$ cat src/rtl/player_ctl.sv
// Player sprite position controller: one position update per frame at the vblnk rising edge.
// Handles clamped horizontal moves and a GROUND/RISE/FALL jump with gravity.
module player_ctl #(
    parameter int X_INIT   = 224,
    parameter int X_MAX    = 512,
    parameter int STEP_X   = 4,
    parameter int GROUND_Y = 640,
    parameter int JUMP_V0  = 20,
    parameter int GRAVITY  = 1,
    parameter int V_MAX    = 20
) (
    input  logic        i_pclk,
    input  logic        i_rst,
    input  logic        i_vblnk,
    input  logic        i_left,
    input  logic        i_right,
    input  logic        i_jump,
    output logic [19:0] o_data,
    output logic        o_airborne,
    output logic [1:0]  o_state
);

    localparam logic [9:0]  X_INIT_C = 10'(X_INIT);
    localparam logic [9:0]  X_MAX_C  = 10'(X_MAX);
    localparam logic [9:0]  STEP_C   = 10'(STEP_X);
    localparam logic [9:0]  GROUND_C = 10'(GROUND_Y);
    localparam logic [7:0]  JV0_C    = 8'(JUMP_V0);
    localparam logic [7:0]  GRAV_C   = 8'(GRAVITY);
    localparam logic [7:0]  VMAX_C   = 8'(V_MAX);

    typedef enum logic [1:0] {
        ST_GROUND = 2'd0,
        ST_RISE   = 2'd1,
        ST_FALL   = 2'd2
    } state_t;

    state_t      state_q, state_d;
    logic [9:0]  x_q, x_d;
    logic [9:0]  y_q, y_d;
    logic [7:0]  vel_q, vel_d;
    logic        armed_q, armed_d;
    logic        vblnk_q;
    logic        tick;

    logic [10:0] x_add;
    logic [8:0]  vn9;
    logic [7:0]  vn;
    logic [10:0] y_fall;

    assign tick = i_vblnk & ~vblnk_q;

    always_ff @(posedge i_pclk) begin
        if (i_rst) begin
            vblnk_q <= 1'b0;
            state_q <= ST_GROUND;
            x_q     <= X_INIT_C;
            y_q     <= GROUND_C;
            vel_q   <= 8'd0;
            armed_q <= 1'b1;
        end else begin
            vblnk_q <= i_vblnk;
            state_q <= state_d;
            x_q     <= x_d;
            y_q     <= y_d;
            vel_q   <= vel_d;
            armed_q <= armed_d;
        end
    end

    always_comb begin
        state_d = state_q;
        x_d     = x_q;
        y_d     = y_q;
        vel_d   = vel_q;
        armed_d = armed_q;
        x_add   = {1'b0, x_q} + {1'b0, STEP_C};
        vn9     = {1'b0, vel_q} + {1'b0, GRAV_C};
        vn      = (vn9 > {1'b0, VMAX_C}) ? VMAX_C : vn9[7:0];
        y_fall  = {1'b0, y_q} + {3'b000, vn};

        if (tick) begin
            if (i_left && !i_right) begin
                x_d = (x_q < STEP_C) ? 10'd0 : x_q - STEP_C;
            end else if (i_right && !i_left) begin
                x_d = (x_add > {1'b0, X_MAX_C}) ? X_MAX_C : x_add[9:0];
            end

            if (!i_jump) begin
                armed_d = 1'b1;
            end

            // vel is a magnitude; the state says whether it moves y up or down.
            unique case (state_q)
                ST_GROUND: begin
                    if (i_jump && armed_q) begin
                        state_d = ST_RISE;
                        vel_d   = JV0_C;
                        armed_d = 1'b0;
                    end else begin
                        y_d = GROUND_C;
                    end
                end
                ST_RISE: begin
                    if ({2'b00, vel_q} >= y_q) begin
                        y_d     = 10'd0;
                        vel_d   = 8'd0;
                        state_d = ST_FALL;
                    end else if (vel_q > GRAV_C) begin
                        y_d   = y_q - {2'b00, vel_q};
                        vel_d = vel_q - GRAV_C;
                    end else begin
                        y_d     = y_q - {2'b00, vel_q};
                        vel_d   = 8'd0;
                        state_d = ST_FALL;
                    end
                end
                ST_FALL: begin
                    if (y_fall >= {1'b0, GROUND_C}) begin
                        y_d     = GROUND_C;
                        vel_d   = 8'd0;
                        state_d = ST_GROUND;
                    end else begin
                        y_d   = y_fall[9:0];
                        vel_d = vn;
                    end
                end
                default: begin
                    state_d = ST_GROUND;
                end
            endcase
        end
    end

    assign o_data     = {y_q, x_q};
    assign o_airborne = (state_q != ST_GROUND);
    assign o_state    = state_q;

endmodule

$ cat config.mk
export PLATFORM = sky130hd
export DESIGN_NAME = player_ctl
export DESIGN_NICKNAME = d
export VERILOG_FILES = /design/src/rtl/player_ctl.sv
export SDC_FILE = /design/constraint.sdc
export NUM_CORES = 1
export LEC_CHECK = 0
export ABC_AREA = 1
export BUFFER_PORTS_ARGS = -buffer_cell sky130_fd_sc_hd__buf_2
export CORE_MARGIN = 2
export CORE_UTILIZATION = 50
export DETAILED_ROUTE_END_ITERATION = 12
export HOLD_SLACK_MARGIN = 0.02
export PLACE_DENSITY = 0.79
export REMOVE_ABC_BUFFERS = 1
export SLEW_MARGIN = 20
export SYNTH_ARGS = -nofsm -noshare
export SYNTH_HDL_FRONTEND = slang
export SYNTH_SLANG_ARGS = --single-unit
$ cat constraint.sdc
create_clock -name i_pclk -period 2.78 [get_ports i_pclk]
set_input_delay 0.556 -clock i_pclk [delete_from_list [all_inputs] [get_ports i_pclk]]
set_output_delay 0.556 -clock i_pclk [all_outputs]
set_load 0.005 [all_outputs]
==> summary.md <==
| Metric | Value |
|---|---|
| Final Util | `0.689` |
| Mapped Cells | `475` |
| Mapped Area | `2940 um^2` |
| CP delay by family, top | `simple AND/OR/NAND/NOR gates` |
| Max Clk Rate | `336 MHz` |
| Placed instance area | `3400 um^2` |
| # nets final | `583` |
| # rows | `27` |
| Vias in the first global route | `3,089` |
| MaxCap Viol Count | `0` |
| Slew Viols, Final | `0` |
| Req. time, crit path | `3000 ps` |
| Final setup vio count | `17` |
| Slack of the worst reg-to-reg path | `-200 ps` |
| Worst-margin pin slew | `665 ps` |
| CP most frequent cell | `nand2_2` |
| Layout cells sized above 1 | `0.255` |
| Clk_lat worst skew | `300 ps` |
| Total grt overflow | `0` |
| Peak VDD IR | `245 uV` |
| Synth warnings | `0` |
| Residual DRC | `0` |
| Asr flop ratio synth | `0` |
| Detailed router's first-iteration violation count | `267` |
| Die Area | `6500 um^2` |
| Total global-route track usage | `0.278` |
| Tmin final | `2980 ps` |
| Worst Setup SP | `vel_q[1]` |
| Average cell area after synthesis | `6.18 um^2` |
| WP buf/inv | `1` |
| CTS clock-pin slew for the worst setup and hold paths | `80 ps` |
| CTS Buffer Depth | `2` |
| CTS Sinks | `30` |
| Yosys reg bits | `30` |
| CP peak stage delay | `380 ps` |
| Skew final | `11.4 ps` |
| Critical path type | `reg -> reg` |
| Worst-path fanout max | `9` |
| Initial antenna violation count | `0` |
| Drt wl/cell | `14.0 um` |
| CP max stage cell | `dfxtp_4` |
| Sequential area share after synthesis | `0.205` |
| Main synth FF type | `dfxtp_1` |
| Met2 Wirelength | `4.09 mm` |
| WL met3 | `675 um` |
| Violated checks | `negative setup slack` |
| IO Pins | `29` |
| Gpl congestion | `0.931` |
| Chip width | `80.6 um` |
| Via count | `3,390` |
| Worst-path cell chain | `ha_4 > nand3_4 > nor2_4 > nand3_1 > nand4_4 > nor3_4 > ha_2 > fa_2 > nand3_2 > nand3_2 > nand2_2 > nand2_2 > nand2_2 > nand2_2 > nand2_2 > nand2_2 > nand2_4 > buf_12 > nand3_1 > nand2_1 > nand2_1 > a21oi_1` |
| Post-DR vias/cell | `5.46` |
| CP Launch Type | `flip-flop` |
| Global-route wire length before repair | `14.0 mm` |
| Final Cycle Share | `1.07` |
| Max Used Layer | `met4` |
| Initial Util | `0.527` |
| Post-DRT Antenna Nets | `0` |
| Worst setup EP type | `flip-flop` |
| Origin of the critical flop-to-flop path | `vel_q[1]` |
| Status | `complete, but fails checks` |
| Slew Limit Headroom | `0.555` |
| Number of diodes | `0` |
| Power Dens Cells | `374 nW/um^2` |
| Final instance area | `3840 um^2` |
| Die Ht | `80.6 um` |
| EDFF count, synth | `0` |
| Static leakage | `1.96 nW` |
| RSZ-0062 raised after global routing | `true` |
| Layout area overhead | `30.9%` |
| CP Data Arrival Time | `3200 ps` |
| Yosys cell types | `40` |
| Root buf cell | `clkbuf_8` |
| Number of port buffers | `26` |
| WL met1 | `3.69 mm` |
| CTS HTree Levels | `2` |
| CTS tree | `yes` |
| Final hold violations | `0` |
| HP Class | `in -> reg` |
| Hold path startpoint | `i_vblnk` |
| CTS buffer count | `5` |
| HPWL Detailed | `5.93 mm` |
| PnR worst setup slack | `-197 ps` |
| Overall Power | `1.44 mW` |
| Largest net degree at the start of global routing | `21` |
| TNS Setup | `-2160 ps` |
| Worst hold slack | `494 ps` |
| Detailed Route WL | `8.70 mm` |
| Core area | `5570 um^2` |
| DR pass1 iterations | `5` |
==> final timing paths <==
check	cells past startpoint	end
max reg2reg	22	y_q[4]
min	3	vblnk_q
min reg2reg	2	armed_q
max	22	y_q[4]
==> report_power, final <==
| part | internal (mW) | switching, mW |
|---|---|---|
| logic | 0.203 | 0.297 |
| registers | 0.451 | 0.0301 |
| clock network | 0.264 | 0.192 |
==> cells in the final DEF, fill, tap and decap left out, types with 5 or more instances in the layout <==
| cell type | instances |
|---|---|
| nand2_2 | 15 |
| buf_4 | 45 |
| ha_1 | 21 |
| nand3_1 | 24 |
| buf_2 | 26 |
| clkbuf_8 | 5 |
| dfxtp_1 | 25 |
| ha_4 | 5 |
| nand4_1 | 5 |
| nor2_1 | 43 |
| conb_1 | 5 |
| nand2_1 | 121 |
| xor2_1 | 20 |
| a21oi_1 | 35 |
| o21ai_0 | 20 |
| inv_1 | 64 |
==> metal layers <==
layer,vias up,global-route usage
met5,-,0
met4,0,0.132
met3,29,0.0483
met2,174,0.459
met1,1529,0.348
li1,1658,-
==> final cells by class <==
cell class	count	area (um^2)
Timing Repair Buffer	72	488
Multi-Input combinational cell	371	2280
Clock inverter	3	40.0
Sequential cell	30	617
Inverter	68	255
Clock buffer	5	68.8
Fill cell	467	1730
Tap cell	72	90.1
==> Yosys cell counts, types with 2 or more instances <==
cell	count	area [um^2]
buf_4	3	22.5
nor3_1	5	25.0
nand2_1	135	507
dfxtp_1	30	601
nand3_2	2	20.0
inv_1	66	248
nand3_1	28	140
nand4_1	5	31.3
clkbuf_1	5	18.8
nor2_1	46	173
fa_1	2	40.0
o21ai_0	23	115
o22ai_1	3	18.8
buf_2	2	10.0
nor2_2	2	12.5
o211ai_1	3	22.5
a21oi_1	39	195
inv_2	2	7.51
ha_1	27	338
xnor2_1	4	35.0
xor2_1	21	184
nand2_2	2	12.5
o21ai_1	2	10.0
a31oi_1	2	12.5
==> through the flow <==
| step | worst slack, ps | std cells |
|---|---|---|
| 6_report | -197 | 621 |
| 5_1_grt | -383 | 621 |
| 4_1_cts | -140 | 617 |
| 3_5_place_dp | -485 | 603 |
| 3_3_place_gp | -318 | 603 |
| 2_1_floorplan | -215 | 469 |
==> registers in the layout (all words and copies together) (netlist names) <==
signal	count
x_q	8
o_state	2
y_q	10
armed_q	1
vel_q	8
vblnk_q	1
==> kinds of logic after synthesis <==
logic type	Yosys count	synth area share
AO/OA/AOI/OAI	76	0.139
adder cells (fa/ha/maj)	29	0.129
AND/OR/NAND/NOR	236	0.348
buffers and inverters	78	0.104
other	1	0.00128
XOR/XNOR	25	0.0746
flip-flops	30	0.205
==> tightest hold or removal path, delay by kind of cell <==
| family | cells | cell delay (ps) |
|---|---|---|
| and+or+nand+nor | 1 | 70 |
| buffers and inverters | 2 | 110 |
==> repair_timing <==
action                                  CTS  global route
endpoints found under the setup margin   17            17
setup buffers                             7             4
resized for setup                        50            15
pin swaps                                10             9
hold buffers                              0             0
No activity file was read; power rests on OpenSTA's default activity.
